<file path="config.mk">
export PLATFORM = sky130hd
export DESIGN_NAME = axis_decimator_avg
export DESIGN_NICKNAME = d
export VERILOG_FILES = /design/src/rtl/rpspmc_axis_pkg.sv /design/src/rtl/axis_dec_round.sv /design/src/rtl/axis_decimator_avg.sv
export SDC_FILE = /design/constraint.sdc
export NUM_CORES = 1
export LEC_CHECK = 0
export CAP_MARGIN = 20
export CORE_ASPECT_RATIO = 1.5
export CORE_MARGIN = 3
export CORE_UTILIZATION = 50
export CTS_BUF_LIST = sky130_fd_sc_hd__clkbuf_8
export DETAILED_ROUTE_END_ITERATION = 16
export DONT_BUFFER_PORTS = 1
export HOLD_SLACK_MARGIN = 0.08
export PLACE_DENSITY = 0.64
export SYNTH_ARGS = -nofsm -noshare
export SYNTH_HDL_FRONTEND = slang
export SYNTH_HIERARCHICAL = 1
export SYNTH_SLANG_ARGS = --single-unit
</file>
<file path="constraint.sdc">
create_clock -name a_clk -period 11.1 [get_ports a_clk]
set_clock_uncertainty 0.2 [all_clocks]
set_input_delay 1.11 -clock a_clk [delete_from_list [all_inputs] [get_ports a_clk]]
set_output_delay 1.11 -clock a_clk [all_outputs]
set_load 0.02 [all_outputs]
</file>
<file path="src/rtl/rpspmc_axis_pkg.sv">
// Shared definitions for the RPSPMC AXI-stream processing blocks.
package rpspmc_axis_pkg;

  localparam int DEF_DATA_WIDTH = 32;
  localparam int DEF_MAX_SHIFT  = 8;

  typedef enum logic {
    IDLE  = 1'b0,
    ACCUM = 1'b1
  } dec_state_e;

endpackage

</file>
<file path="src/rtl/axis_dec_round.sv">
// Rounded mean of a block sum: (acc + 2^(shift-1)) >>> shift, round-half-up.
module axis_dec_round #(
  parameter int DATA_WIDTH = 32,
  parameter int MAX_SHIFT  = 8
) (
  input  logic [DATA_WIDTH+MAX_SHIFT-1:0] acc_i,
  input  logic [$clog2(MAX_SHIFT+1)-1:0]  shift_i,
  output logic [DATA_WIDTH-1:0]           result_o
);

  localparam int AW = DATA_WIDTH + MAX_SHIFT;
  localparam int SW = $clog2(MAX_SHIFT + 1);

  logic        [AW-1:0] half;
  logic signed [AW-1:0] rounded;

  // The extra MAX_SHIFT bits of headroom absorb the rounding term, so
  // a full-scale block lands exactly on full-scale after the shift.
  always_comb begin
    half = '0;
    if (shift_i != '0) begin
      half = AW'(1) << (shift_i - SW'(1));
    end
    rounded  = $signed(acc_i + half);
    result_o = DATA_WIDTH'(rounded >>> shift_i);
  end

endmodule

</file>
<file path="src/rtl/axis_decimator_avg.sv">
// Block-averaging decimator: emits the rounded mean of every 2^cur_shift
// accepted samples as a single-cycle beat. No backpressure.
module axis_decimator_avg
  import rpspmc_axis_pkg::*;
#(
  parameter int DATA_WIDTH = DEF_DATA_WIDTH,
  parameter int MAX_SHIFT  = DEF_MAX_SHIFT
) (
  input  logic                           a_clk,
  input  logic                           a_reset,
  input  logic [DATA_WIDTH-1:0]          S_AXIS_tdata,
  input  logic                           S_AXIS_tvalid,
  input  logic                           enable,
  input  logic [$clog2(MAX_SHIFT+1)-1:0] dec_shift,
  output logic [DATA_WIDTH-1:0]          M_AXIS_tdata,
  output logic                           M_AXIS_tvalid,
  output logic [DATA_WIDTH-1:0]          monitor,
  output logic [MAX_SHIFT:0]             count,
  output dec_state_e                     dbg_state
);

  // Handshake: a sample is taken on every cycle S_AXIS_tvalid is high while
  // the block is active; M_AXIS_tvalid is a one-cycle pulse, there is no ready.

  localparam int AW = DATA_WIDTH + MAX_SHIFT;
  localparam int SW = $clog2(MAX_SHIFT + 1);
  localparam int CW = MAX_SHIFT + 1;

  dec_state_e            state_q, state_d;
  logic [SW-1:0]         cur_shift_q, cur_shift_d;
  logic [AW-1:0]         acc_q, acc_d;
  logic [CW-1:0]         count_q, count_d;
  logic [DATA_WIDTH-1:0] tdata_q, tdata_d;
  logic                  tvalid_q, tvalid_d;

  logic [SW-1:0]         clamp_shift;
  logic [SW-1:0]         eff_shift;
  logic [AW-1:0]         sample_ext;
  logic [AW-1:0]         acc_sum;
  logic [CW-1:0]         block_len;
  logic                  accept;
  logic                  done;
  logic [DATA_WIDTH-1:0] rounded;

  always_ff @(posedge a_clk or posedge a_reset) begin
    if (a_reset) begin
      state_q     <= IDLE;
      cur_shift_q <= '0;
      acc_q       <= '0;
      count_q     <= '0;
      tdata_q     <= '0;
      tvalid_q    <= 1'b0;
    end else begin
      state_q     <= state_d;
      cur_shift_q <= cur_shift_d;
      acc_q       <= acc_d;
      count_q     <= count_d;
      tdata_q     <= tdata_d;
      tvalid_q    <= tvalid_d;
    end
  end

  // In the IDLE->ACCUM cycle the incoming sample already belongs to a block
  // whose length comes straight from dec_shift, before it is latched.
  always_comb begin
    clamp_shift = (dec_shift > SW'(MAX_SHIFT)) ? SW'(MAX_SHIFT) : dec_shift;
    eff_shift   = (state_q == IDLE) ? clamp_shift : cur_shift_q;
    sample_ext  = {{MAX_SHIFT{S_AXIS_tdata[DATA_WIDTH-1]}}, S_AXIS_tdata};
    acc_sum     = acc_q + sample_ext;
    block_len   = CW'(1) << eff_shift;
    accept      = ((state_q == ACCUM) || enable) && S_AXIS_tvalid;
    done        = accept && ((count_q + CW'(1)) == block_len);
  end

  axis_dec_round #(
    .DATA_WIDTH (DATA_WIDTH),
    .MAX_SHIFT  (MAX_SHIFT)
  ) u_round (
    .acc_i    (acc_sum),
    .shift_i  (eff_shift),
    .result_o (rounded)
  );

  always_comb begin
    state_d     = enable ? ACCUM : IDLE;
    cur_shift_d = cur_shift_q;
    acc_d       = acc_q;
    count_d     = count_q;
    tdata_d     = tdata_q;
    tvalid_d    = 1'b0;

    if ((state_q == IDLE) && enable) begin
      cur_shift_d = clamp_shift;
    end

    // A completing sample wins over enable low: the block is still emitted.
    if (done) begin
      tvalid_d    = 1'b1;
      tdata_d     = rounded;
      acc_d       = '0;
      count_d     = '0;
      cur_shift_d = clamp_shift;
    end else if (!enable) begin
      acc_d   = '0;
      count_d = '0;
    end else if (accept) begin
      acc_d   = acc_sum;
      count_d = count_q + CW'(1);
    end
  end

  assign M_AXIS_tdata  = tdata_q;
  assign M_AXIS_tvalid = tvalid_q;
  assign monitor       = tdata_q;
  assign count         = count_q;
  assign dbg_state     = state_q;

endmodule

</file>
==> metrics.md <==
| Metric | Value |
|---|---|
| Seq/Total Area, Yosys | 0.227 |
| Sink Count | a little under 90 |
| Mapped cell area | 0.00961 mm^2 |
| Die Width | 119 um |
| Fmax | ~160 MHz |
| Stages on worst setup path | 23 |
| CP endpoint | M_AXIS_tdata[21] |
| Initial DRC Count | 672 |
| Post-layout min period | ~6200 ps |
| Met3 WL | 1350 um |
| Root Driver | clkbuf_8 |
| Io pins | 115 |
| Synth Instances | 1202 |
| CP max stage cell | nor4_1 |
| Buf+Inv Stages, Crit Path | 1 |
| Fraction of layout cells with a size suffix above 1 | 0.0771 |
| Multi-input gate area | slightly below 0.007 mm^2 |
| R2r worst-path depth | 19 |
| CP Class | input pin to flip-flop |
| N_diodes | 0 |
| Post-Syn Nets | between 1000 and 1500 |
| P_leak | between 4 and 5 nW |
| Commonest non-fill, non-tap cells in the layout | nand2_1 (193), dfrtp_1 (87), nor2_1 (84) |
| Place WS | around 4600 ps |
| Total power | 1.99 mW |
| Least-Margin Pin Slew | between 800 and 900 ps |
| Fillers | roughly 1900 |
| Max clock buf depth | 2 |
| Vias in the first global route | approximately 8400 |
| Critical-path cell list | ha_1 > inv_1 > fa_1 > nor2b_1 > o211ai_1 > a21boi_1 > o21ai_1 > o21ai_1 > nand2_1 > and3_1 > o21ai_1 > xor2_1 > nand4_1 > nor4_1 > nand2_1 > a21oi_1 > mux2i_1 > nand2_1 > o21ai_0 > o22ai_1 > mux2i_1 > nand2_1 > nand2_1 |
| DRC viols | 0 |
| Post-synthesis async set-or-reset flop share | 1.00 |
| Final Slew Violations | 0 |
| Cell Rows | a little over 60 |
| Wire length on met2 | 12800 um |
| Commonest non-fill, non-tap cell in the layout | nand2_1 |
| Synth cell types | 98 |
| Setup_tns | 0 ps |
| Tcrit/Tclk final | 0.557 |
| Crit path largest cell delay | 570 ps |
| Hold Slack | 319 ps |
| Sequential cell area | approximately 0.0022 mm^2 |
| First-pass GRT wire length | ~43000 um |
| TritonCTS clock tree | yes |
| Post-route ant nets | 0 |
| Starting Density | 0.514 |
| Design area | around 0.0097 mm^2 |
| First-pass iteration count of the detailed router | 5 |
| Slew headroom | 0.437 |
| FF-to-FF Start | dbg_state |
| RD Place Congestion | ~0.9 |
| Worst IR Drop VDD | 0.0760 mV |
| Reg2reg end | M_AXIS_tdata[23] |
| Core Area | 0.0187 mm^2 |
| Main synth FF type | dfrtp_1 |
| Largest net degree at the start of global routing | between 50 and 60 |
| CP required | roughly 11000 ps |
| Hold buffer count at CTS | 0 |
| DR vias | 8672 |
| Resized cells post-CTS | 0 |
| Postcts setup bufs | 0 |
| Area leader, netlist | dfrtp_1 |
| Largest cells by area after synthesis | dfrtp_1 (23%), nand2_1 (7.5%), ha_1 (7.3%), mux2i_1 (4.9%), xnor2_1 (4.2%) |
| Full die area | 0.0210 mm^2 |
| Critical path arrival | approximately 6300 ps |
| Critical path launch point type | input pin |
| Worst Slack Setup Final | about 5000 ps |
| Syn. warnings | 6 |
| Crit-path leading delay family | compound AO/OA/AOI/OAI gates |
| Total global routing overflow | 0 |
| Critical Path Start | S_AXIS_tdata[0] |
| R2R setup slack | about 5000 ps |
| Cell Pwr Density | ~210 mW/mm^2 |
| Antenna violations before repair | 0 |
| Vias per cell | between 6 and 7 |
| EDFF count, synth | 0 |
| Maxcap violations | 0 |
| #FFs+latches synth | 87 |
| Hold Fails Final Rpt | 0 |
| CP endpoint kind | flip-flop |
| Placed standard-cell area | between 0.009 and 0.01 mm^2 |
| Worst skew pair latency | roughly 400 ps |
| DIE HEIGHT | around 180 um |
| Final Setup Violations | 0 |
| Nets@finish | about 1200 |
| Top sig layer | met4 |
| Routed WL per cell | approximately 19 um |
| Area Growth Syn to Fin | 0.638% |
| Avg Inst Size Synth | approximately 8.0 um^2 |
| DP Wirelength | 19400 um |
| Final wirelength | 26100 um |
| Worst hold path class | flip-flop to flip-flop |
| RSZ-0062 raised after global routing | false |
| GRT Total Usage | 0.247 |
| Status | finished, final reports clean |
| Share of the synthesized area in the top cell type | 0.227 |
| Total CTS buffers | 9 |
| H-tree levels | 3 |
| CTS clk-pin slew, worst paths | roughly 100 ps |
| Routed met1 length | 11400 um |
| IO buf count | 0 |
| Crit path max fanout | 7 |
| Most used cell, CP | nand2_1 |
[worst min path at each step]
stage | cells past startpoint | endpoint | start
after global placement | 1 | acc_q[23] | acc_q[23]
after CTS | 1 | acc_q[18] | acc_q[18]
final | 1 | acc_q[28] | acc_q[28]
after floorplan | 1 | acc_q[24] | acc_q[24]
after detailed placement | 1 | acc_q[2] | acc_q[2]
after global routing | 1 | acc_q[13] | acc_q[13]
[area by class of cell]
| type | instances | area share |
|---|---|---|
| clock inverters | 6 | 0.00698 |
| multi-input cells | 987 | 0.701 |
| flip-flops and latches | 87 | 0.225 |
| well taps | 252 | 0.0326 |
| repair buffers | 10 | 0.00880 |
| clock buffers | 10 | 0.0142 |
| inverters | 29 | 0.0115 |
[worst register-to-register path, stage by stage, from the launching register on]
cell and delay (ps):
dfrtp_1 610, or3b_1 490, nand2_1 80, buf_4 440, clkinv_1 650, nand2_1 400, nor3_1 80, ha_1 250
fa_1 400, a21o_1 200, a221o_1 390, a21oi_4 310, a21oi_4 120, xnor2_1 160, a221o_1 420, a222oi_1 380
mux2i_1 180, mux2i_1 180, nand2_1 70, nand2_1 60
[report_power, final]
part | internal (mW) | switching [mW] | total (mW)
Clock | 0.111 | 0.132 | 0.244
Sequential | 0.397 | 0.219 | 0.616
Combinational | 0.438 | 0.687 | 1.13
Total | 0.947 | 1.04 | 1.99
[registers in the layout, indices dropped and copies added, names as in the netlist]
name           count
acc_q             40
M_AXIS_tdata      32
count              9
dbg_state          1
M_AXIS_tvalid      1
cur_shift_q        4
[synth_stat cells, types with 31 or more instances]
cell type and n:
a21o_1 31, a21oi_1 73, a22o_1 41, buf_4 32, clkbuf_1 42, dfrtp_1 87, ha_1 56, mux2i_1 47
nand2_1 193, nor2_1 84, o21ai_0 41, xnor2_1 46, xor2_1 33
[metal layers]
metal	global-route usage	up-vias
li1	-	4194
met1	0.320	4176
met2	0.424	263
met3	0.0364	39
met4	0.0778	0
met5	0	-
[kinds of logic (layout without fill, tap and decap cells)]
kind of cell | count (synthesis) | after routing | share of synthesized area
buf+inv | 128 | 55 | 0.0690
xor+xnor | 79 | 79 | 0.0720
fa+ha+maj | 58 | 58 | 0.0771
compound gates | 351 | 351 | 0.264
flops | 87 | 87 | 0.227
other cells | 1 | 1 | 0.000390
mux | 68 | 68 | 0.0832
simple gates | 430 | 430 | 0.208
[metrics by stage]
step | utilization | cells
final | 0.517 | 1381
after global routing | 0.517 | 1381
after CTS | 0.517 | 1380
after detailed placement | 0.506 | 1364
after global placement | 0.505 | 1363
after floorplan | - | 1202
Power figures use the tool's default switching activity.
